<file path="src/rtl/vga_timing_gen_pkg.sv">
// Default 640x480@60Hz raster constants shared by the VGA timing generator.
// Sync windows are kept here so renderers can reuse the same numbers.
package vga_timing_pkg;

  localparam int POS_W = 10;

  localparam int H_VIEW  = 640;
  localparam int H_FRONT = 16;
  localparam int H_SYNC  = 96;
  localparam int H_BACK  = 48;
  localparam int H_TOTAL = H_VIEW + H_FRONT + H_SYNC + H_BACK;

  localparam int V_VIEW  = 480;
  localparam int V_FRONT = 10;
  localparam int V_SYNC  = 2;
  localparam int V_BACK  = 33;
  localparam int V_TOTAL = V_VIEW + V_FRONT + V_SYNC + V_BACK;

  localparam int H_SYNC_START = H_VIEW + H_FRONT;
  localparam int H_SYNC_END   = H_SYNC_START + H_SYNC;
  localparam int V_SYNC_START = V_VIEW + V_FRONT;
  localparam int V_SYNC_END   = V_SYNC_START + V_SYNC;

  localparam int FRAMES_PER_SEC = 60;

  // A counter for a single state still needs one bit to exist.
  function automatic int cnt_width(input int n);
    return (n <= 1) ? 1 : $clog2(n);
  endfunction

endpackage

</file>
<file path="src/rtl/vga_timing_gen_wrap_counter.sv">
// Modulo-(MAX+1) counter with a terminal flag; used for the line, frame
// and seconds stages, each stage's inc being the previous at_max && inc.
module wrap_counter #(
  parameter int MAX = 799,
  parameter int W   = 10
) (
  input  logic         clk,
  input  logic         reset,
  input  logic         inc,
  output logic [W-1:0] count,
  output logic         at_max
);

  localparam logic [W-1:0] MAX_VAL = W'(MAX);

  logic [W-1:0] count_reg;
  logic [W-1:0] count_next;

  assign at_max = (count_reg == MAX_VAL);
  assign count  = count_reg;

  always_comb begin
    count_next = count_reg;
    if (inc) begin
      count_next = at_max ? '0 : count_reg + 1'b1;
    end
  end

  always_ff @(posedge clk) begin
    if (reset) begin
      count_reg <= '0;
    end else begin
      count_reg <= count_next;
    end
  end

endmodule

</file>
<file path="src/rtl/vga_timing_gen.sv">
// VGA raster timing: beam position, sync, blanking and a once-per-second
// tick, all decoded combinationally from three chained wrap counters.
module vga_timing_gen
  import vga_timing_pkg::*;
#(
  parameter int   H_VIEW_P         = H_VIEW,
  parameter int   H_FRONT_P        = H_FRONT,
  parameter int   H_SYNC_P         = H_SYNC,
  parameter int   H_BACK_P         = H_BACK,
  parameter int   V_VIEW_P         = V_VIEW,
  parameter int   V_FRONT_P        = V_FRONT,
  parameter int   V_SYNC_P         = V_SYNC,
  parameter int   V_BACK_P         = V_BACK,
  parameter logic SYNC_ACTIVE      = 1'b0,
  parameter int   FRAMES_PER_SEC_P = FRAMES_PER_SEC
) (
  input  logic             clk,
  input  logic             reset,
  input  logic             ena,
  output logic [POS_W-1:0] hpos,
  output logic [POS_W-1:0] vpos,
  output logic             hsync,
  output logic             vsync,
  output logic             hmax,
  output logic             vmax,
  output logic             hblank,
  output logic             vblank,
  output logic             visible,
  output logic             frame_end,
  output logic             sec_tick
);

  localparam int H_TOT   = H_VIEW_P + H_FRONT_P + H_SYNC_P + H_BACK_P;
  localparam int V_TOT   = V_VIEW_P + V_FRONT_P + V_SYNC_P + V_BACK_P;
  localparam int FRAME_W = cnt_width(FRAMES_PER_SEC_P);

  localparam logic [POS_W-1:0] H_VIEW_V  = POS_W'(H_VIEW_P);
  localparam logic [POS_W-1:0] V_VIEW_V  = POS_W'(V_VIEW_P);
  localparam logic [POS_W-1:0] HS_START  = POS_W'(H_VIEW_P + H_FRONT_P);
  localparam logic [POS_W-1:0] HS_END    = POS_W'(H_VIEW_P + H_FRONT_P + H_SYNC_P);
  localparam logic [POS_W-1:0] VS_START  = POS_W'(V_VIEW_P + V_FRONT_P);
  localparam logic [POS_W-1:0] VS_END    = POS_W'(V_VIEW_P + V_FRONT_P + V_SYNC_P);

  if (H_TOT > (1 << POS_W)) begin : g_bad_h_total
    $error("vga_timing_gen: H_TOTAL %0d does not fit in %0d bits", H_TOT, POS_W);
  end
  if (V_TOT > (1 << POS_W)) begin : g_bad_v_total
    $error("vga_timing_gen: V_TOTAL %0d does not fit in %0d bits", V_TOT, POS_W);
  end
  if (FRAMES_PER_SEC_P < 1) begin : g_bad_fps
    $error("vga_timing_gen: FRAMES_PER_SEC must be at least 1");
  end

  logic               v_inc;
  logic               f_inc;
  logic               f_max;
  logic [FRAME_W-1:0] frame_cnt;

  assign v_inc = ena && hmax;
  assign f_inc = v_inc && vmax;

  wrap_counter #(.MAX(H_TOT - 1), .W(POS_W)) u_h_cnt (
    .clk    (clk),
    .reset  (reset),
    .inc    (ena),
    .count  (hpos),
    .at_max (hmax)
  );

  wrap_counter #(.MAX(V_TOT - 1), .W(POS_W)) u_v_cnt (
    .clk    (clk),
    .reset  (reset),
    .inc    (v_inc),
    .count  (vpos),
    .at_max (vmax)
  );

  wrap_counter #(.MAX(FRAMES_PER_SEC_P - 1), .W(FRAME_W)) u_f_cnt (
    .clk    (clk),
    .reset  (reset),
    .inc    (f_inc),
    .count  (frame_cnt),
    .at_max (f_max)
  );

  assign hblank    = (hpos >= H_VIEW_V);
  assign vblank    = (vpos >= V_VIEW_V);
  assign visible   = !hblank && !vblank;
  assign frame_end = hmax && vmax;
  // Not gated by ena: a tick held while paused is the same tick, not a new one.
  assign sec_tick  = frame_end && f_max;

  assign hsync = ((hpos >= HS_START) && (hpos < HS_END)) ? SYNC_ACTIVE : !SYNC_ACTIVE;
  assign vsync = ((vpos >= VS_START) && (vpos < VS_END)) ? SYNC_ACTIVE : !SYNC_ACTIVE;

  logic unused_frame_cnt;
  assign unused_frame_cnt = ^frame_cnt;

endmodule

</file>
<file path="config.mk">
export PLATFORM = sky130hd
export DESIGN_NAME = vga_timing_gen
export DESIGN_NICKNAME = d
export VERILOG_FILES = /design/src/rtl/vga_timing_gen_pkg.sv /design/src/rtl/vga_timing_gen_wrap_counter.sv /design/src/rtl/vga_timing_gen.sv
export SDC_FILE = /design/constraint.sdc
export NUM_CORES = 1
export LEC_CHECK = 0
export CAP_MARGIN = 20
export CORE_ASPECT_RATIO = 0.7
export CORE_UTILIZATION = 49
export DETAILED_ROUTE_END_ITERATION = 10
export PLACE_DENSITY = 0.83
export SYNTH_ARGS = -nofsm -noshare
export SYNTH_HDL_FRONTEND = slang
export SYNTH_SLANG_ARGS = --single-unit
</file>
<file path="constraint.sdc">
create_clock -name clk -period 2.2 [get_ports clk]
set_input_delay 0.44 -clock clk [delete_from_list [all_inputs] [get_ports clk]]
set_output_delay 0.44 -clock clk [all_outputs]
set_load 0.005 [all_outputs]
</file>
Word-level counts from Yosys, hierarchy flattened
Index checks and enable logic that the tools add are counted.

word-level totals
  flip-flop bits (word level) = 26
  latch bits = 0
  bits in writable memories = 0
  bits in read-only memories = 0
  bits of input ports = 3
  output and inout bits = 29
  memories kept = 0

operators by class
  add/sub/neg operators = 3
  multipliers = 0
  div/mod/pow operators = 0
  magnitude comparators = 6
  eq/ne operators = 3
  shift-type cells = 0
  multiplexer cells = 5
  bitwise logic cells = 0
  reductions and logical operators = 9

operators by type and width
  cell                                                                number
  adder 10 x 1 -> 10 bit, second input constant                       2
  == test 10 bit, second input constant                               2
  greater-or-equal comparator 10 bit, second input constant           2
  greater-or-equal comparator 10 x 9 -> 1 bit, second input constant  2
  2-to-1 mux 10 bit                                                   2
  < comparator 10 bit, second input constant                          1
  < comparator 10 x 9 -> 1 bit, second input constant                 1
  logical AND 1 bit                                                   7
  adder 6 x 1 -> 6 bit, second input constant                         1
  == test 6 bit, second input constant                                1
  2-to-1 mux 6 bit                                                    1
  logical NOT 1 bit                                                   2
  2-to-1 mux 1 bit                                                    2

Longest topological paths before layout
  depth in word-level cells = 3
  mapped depth = 7

By module
From an unflattened synthesis, not the netlist that was laid out.

second synthesis, totals
  cells, all modules = 156
  area total of the unflattened synthesis = 1375.1 µm²

by module, submodules not included
  module                   times used  cells an instance  area each (µm²)  seq. area each (µm²)
  wrap_counter at u_v_cnt  1           56                 509.2            200.2
  wrap_counter at u_h_cnt  1           51                 464.2            200.2
  wrap_counter at u_f_cnt  1           34                 306.5            120.1
  vga_timing_gen           1           15                 95.1             0.0

Least setup slack after synthesis
No wires, ideal clock.

  kind = reg-to-output
  start point = register u_h_cnt.count_reg[0] (netlist: u_h_cnt.count[0])
  end point = output sec_tick
  data arrival time = 1.358 ns
  slack = 0.402 ns
  cell stages (with the launch flop) = 6
  path through = dfxtp_1 ha_1 nand4bb_1 nor3_1 nand2_1 nor2_1

between the ends
  longest elaborated chain between the ends = 3

ends and longest elaborated chain
  what                    line                               RTL
  from (decl)             vga_timing_gen_wrap_counter.sv:16  logic [W-1:0] count_reg;
  from (signal assigned)  vga_timing_gen_wrap_counter.sv:33  count_reg <= count_next;
  == test 10 bit          vga_timing_gen_wrap_counter.sv:19  assign at_max = (count_reg == MAX_VAL);
  via hmax                vga_timing_gen.sv:24               output logic hmax,
  logical AND 1 bit       vga_timing_gen.sv:89               assign frame_end = hmax && vmax;
  logical AND 1 bit       vga_timing_gen.sv:91               assign sec_tick = frame_end && f_max;
  to (decl)               vga_timing_gen.sv:30               output logic sec_tick

The timed path passes the listed nets, and every way through them passes these cells.

Final worst setup path
  start point = register u_v_cnt.count_reg[7] (netlist: u_v_cnt.count[7])
  end point = output vsync

between the ends
  longest elaborated chain between the ends = 3

ends and longest elaborated chain
  what                                                                                                line                               RTL
  from (decl)                                                                                         vga_timing_gen_wrap_counter.sv:16
  from (signal assigned)                                                                              vga_timing_gen_wrap_counter.sv:33
  greater-or-equal comparator 10 x 9 -> 1 bit / < comparator 10 x 9 -> 1 bit (equally long branches)  vga_timing_gen.sv:94               assign vsync = ((vpos >= VS_START) && (vpos < VS_END)) ? SYNC_ACTIVE : !SYNC_ACTIVE;
  logical AND 1 bit (*)                                                                               vga_timing_gen.sv:94
  2-to-1 mux 1 bit (*)                                                                                vga_timing_gen.sv:94
  to (decl)                                                                                           vga_timing_gen.sv:23               output logic vsync,

Every way passes the cells marked *; elsewhere a longest branch is shown, timed or not.

==> impl_metrics.toml <==
[setup_path]
crit_start = "u_v_cnt.count[7]"
crit_path_end = "vsync"
worstPathRequired_ps = 1760
regToRegSetupSlack_ps = 380
cp_slowest_stage_delay_ps = 470
cp.buffers_inverters = 1
critPathKind = "flop to output port"
rr_worst_depth = 7
worstReg2RegEnd = "u_v_cnt.count[7]"
slowest_stage = "or4_1"
cp-end-kind = "output port"
crit_cells = 3
critPathLaunchType = "flop"
crit_chain = "nand4_1 -> or4_1 -> clkdlybuf4s50_1"
critPathTopFamily = "simple AND/OR/NAND/NOR gates"
crit_arrival_ps = 1720
crit_fanout = 6
rr_startpoint = "u_h_cnt.count[0]"

[final_layout]
final_cell_area_sq_um = 2063
diodes = 0
syn_to_final_growth_pct = 49.23
fin_nets = 236
layout-drive-gt1-share_pct = 24.67

[drt]
dr.pass1.iters = 6
vias_per_cell = 5.912
drt_iter0_drc = 189
drtAntennaViolNets = 0
wire_per_inst_um = 16.09
drc_errors = 0
wirelength_mm = 4.200
dr_total_vias = 1543

[sta]
hold_viol = 0
worst_pin_slew_ps = 366.5
max_freq_mhz = 462.9
worst_slack_ps = 39.56
setup_viol = 0
hold_ws_ps = 515.7
rsz0062_at_grt = "false"
setup_tns_ps = 0
fin_crit_ps = 2160
slew_headroom_pct = 75.38
finalCritPeriodShare_pct = 98.20
fin_skew_ps = 4.657
slew_violations = 0

[global_routing]
first_global_vias = 1342
grt_max_degree = 16
grt_pass1_wl_mm = 6.423
grtUsageTotal_pct = 28.81
grt-ovfl-total = 0
antenna_found_initial = 0

[clock_tree]
insertion_delay_ps = 270
numCtsBuffers = 3
h-tree-depth = 1
clock-sinks = 26
clockBufferDepth = 2
cts_tree = "yes"
clkTransAtPathRegs_ps = 90
ctsRootBufferMaster = "clkbuf_8"

[synthesis]
ys.warnings.count = 0
netlist-cell-type-count = 38
synth_common_cells = "dfxtp_1 (26), nor2_1 (19), nand2_1 (14)"
synth_seq_cells = 26
yosysMostFrequentCell = "dfxtp_1"
ys_seq_area_share_pct = 37.65
yosysTopAreaCellShare_pct = 37.65
yosysTopAreaCell = "dfxtp_1"
synthFlopType = "dfxtp_1"
syn_area_per_cell_sq_um = 8.329
async_reset_ff_share_pct = 0
syn-num-nets = 174
yosys-top-cells-area = "dfxtp_1 (38%), nor2_1 (5.2%), xnor2_1 (5.1%)"
synth_edf_count = 0
syn_inst = 166
syn_area_sq_um = 1383

[worst_hold_path]
hold_path_class = "flop to flop"

[pwr]
total_power_uw = 929.4
p_leak_uw = 0.0007795
ir_worst_vdd_v = 0.0005381
pwr_density_cell_nw_per_um2 = 450.4

[floorplanning]
fp.dieH_um = 46.44
die_w_um = 65.49
num_rows = 15
core_region_area_sq_um = 2571
ioPinCount = 32
start_util_pct = 53.77
die_area_sq_um = 3041

[place]
placed_cell_area_sq_um = 1937
gp_congestion = 0.8176
post-place-ws_ps = 74.71
io_buffers = 31
dp_hpwl_mm = 3.027

[run_status]
status = "complete, no violations"

[run]
max_cap_viol_count = 0
layer usage:
metal | share of wire, % | GRT usage (%) | vias up | wire length [um]
li1 | - | - | 720 | -
met1 | 41 | 35.33 | 733 | 1731
met2 | 50 | 52.78 | 80 | 2111
met3 | 7.2 | 5.198 | 10 | 301
met4 | 1.3 | 7.826 | 0 | 56
met5 | 0 | 0 | - | 0
stage by stage:
step                      std cells  util (%)
after global placement          255     75.33
after floorplan                 166         -
after detailed placement        255     75.33
after global routing            261     80.24
after CTS                       261     79.08
final                           261     80.24
worst reg2reg max path: cells and delay by family, from the launching register on:
family                     cells  cell delay (ps)
and+or+nand+nor                3              790
AOI/OAI and AO/OA              1              150
DFF                            1              370
adders and majority gates      1              140
buffers and inverters          2              300
report_power, final:
group	total, uW	internal (uW)	switching [uW]
Combinational	55.4	28.9	26.5
Clock	397	244	154
Sequential	477	472	4.61
layout make-up:
| type | instances | area (sq um) |
|---|---|---|
| Timing Repair Buffer | 60 | 531.8 |
| Clock inverter | 1 | 30.03 |
| Inverter | 11 | 41.29 |
| Clock buffer | 3 | 41.29 |
| Tap cell | 34 | 42.54 |
| Multi-Input combinational cell | 126 | 835.8 |
| Fill cell | 138 | 508.0 |
| Sequential cell | 26 | 540.5 |
logic make-up after synthesis:
family | after synthesis | share of synthesized area [%]
simple gates | 82 | 33.03
fa+ha+maj | 5 | 4.525
xor+xnor | 12 | 7.602
flops | 26 | 37.65
buf+inv | 14 | 3.982
compound gates | 26 | 12.49
mux | 1 | 0.7240
what timing repair did:
action | CTS | global route
setup buffers | 2 | 0
pin swaps | 1 | 1
hold buffers | 0 | 0
setup endpoints to repair | 5 | 4
resized for setup | 12 | 16
cloned | 0 | 0
how the worst min path moves through the flow:
| stage | startpoint | endpoint | slack [ps] | cells past startpoint |
|---|---|---|---|---|
| floorplan | u_f_cnt.count[4] | u_f_cnt.count[4] | 460 | 1 |
| global placement | u_f_cnt.count[1] | u_f_cnt.count[1] | 480 | 2 |
| detailed placement | u_f_cnt.count[4] | u_f_cnt.count[4] | 500 | 1 |
| CTS | u_f_cnt.count[4] | u_f_cnt.count[4] | 520 | 1 |
| global route | u_f_cnt.count[4] | u_f_cnt.count[4] | 540 | 1 |
| finish | u_v_cnt.count[8] | u_v_cnt.count[8] | 520 | 2 |
layout by cell type, fill, tap and decap left out, types with 2 or more instances in the layout:
| cell | n |
|---|---|
| and3_1 | 2 |
| xor2_1 | 4 |
| dfxtp_1 | 16 |
| nand2b_1 | 3 |
| dfxtp_4 | 3 |
| o21ai_0 | 4 |
| nor3_2 | 2 |
| a32o_1 | 2 |
| a21oi_1 | 9 |
| inv_2 | 2 |
| nand3_1 | 12 |
| nand4_1 | 5 |
| buf_4 | 28 |
| clkdlybuf4s50_1 | 27 |
| ha_1 | 3 |
| inv_1 | 9 |
| o31ai_1 | 4 |
| nand2_1 | 14 |
| nor2_1 | 19 |
| clkbuf_8 | 3 |
| xnor2_1 | 8 |
| or4_1 | 5 |
| nand3b_1 | 2 |
| a311oi_1 | 2 |
| nor3_1 | 6 |
| dfxtp_2 | 7 |
| clkbuf_2 | 2 |
| nor4_1 | 3 |
Power figures use the tool's default switching activity.
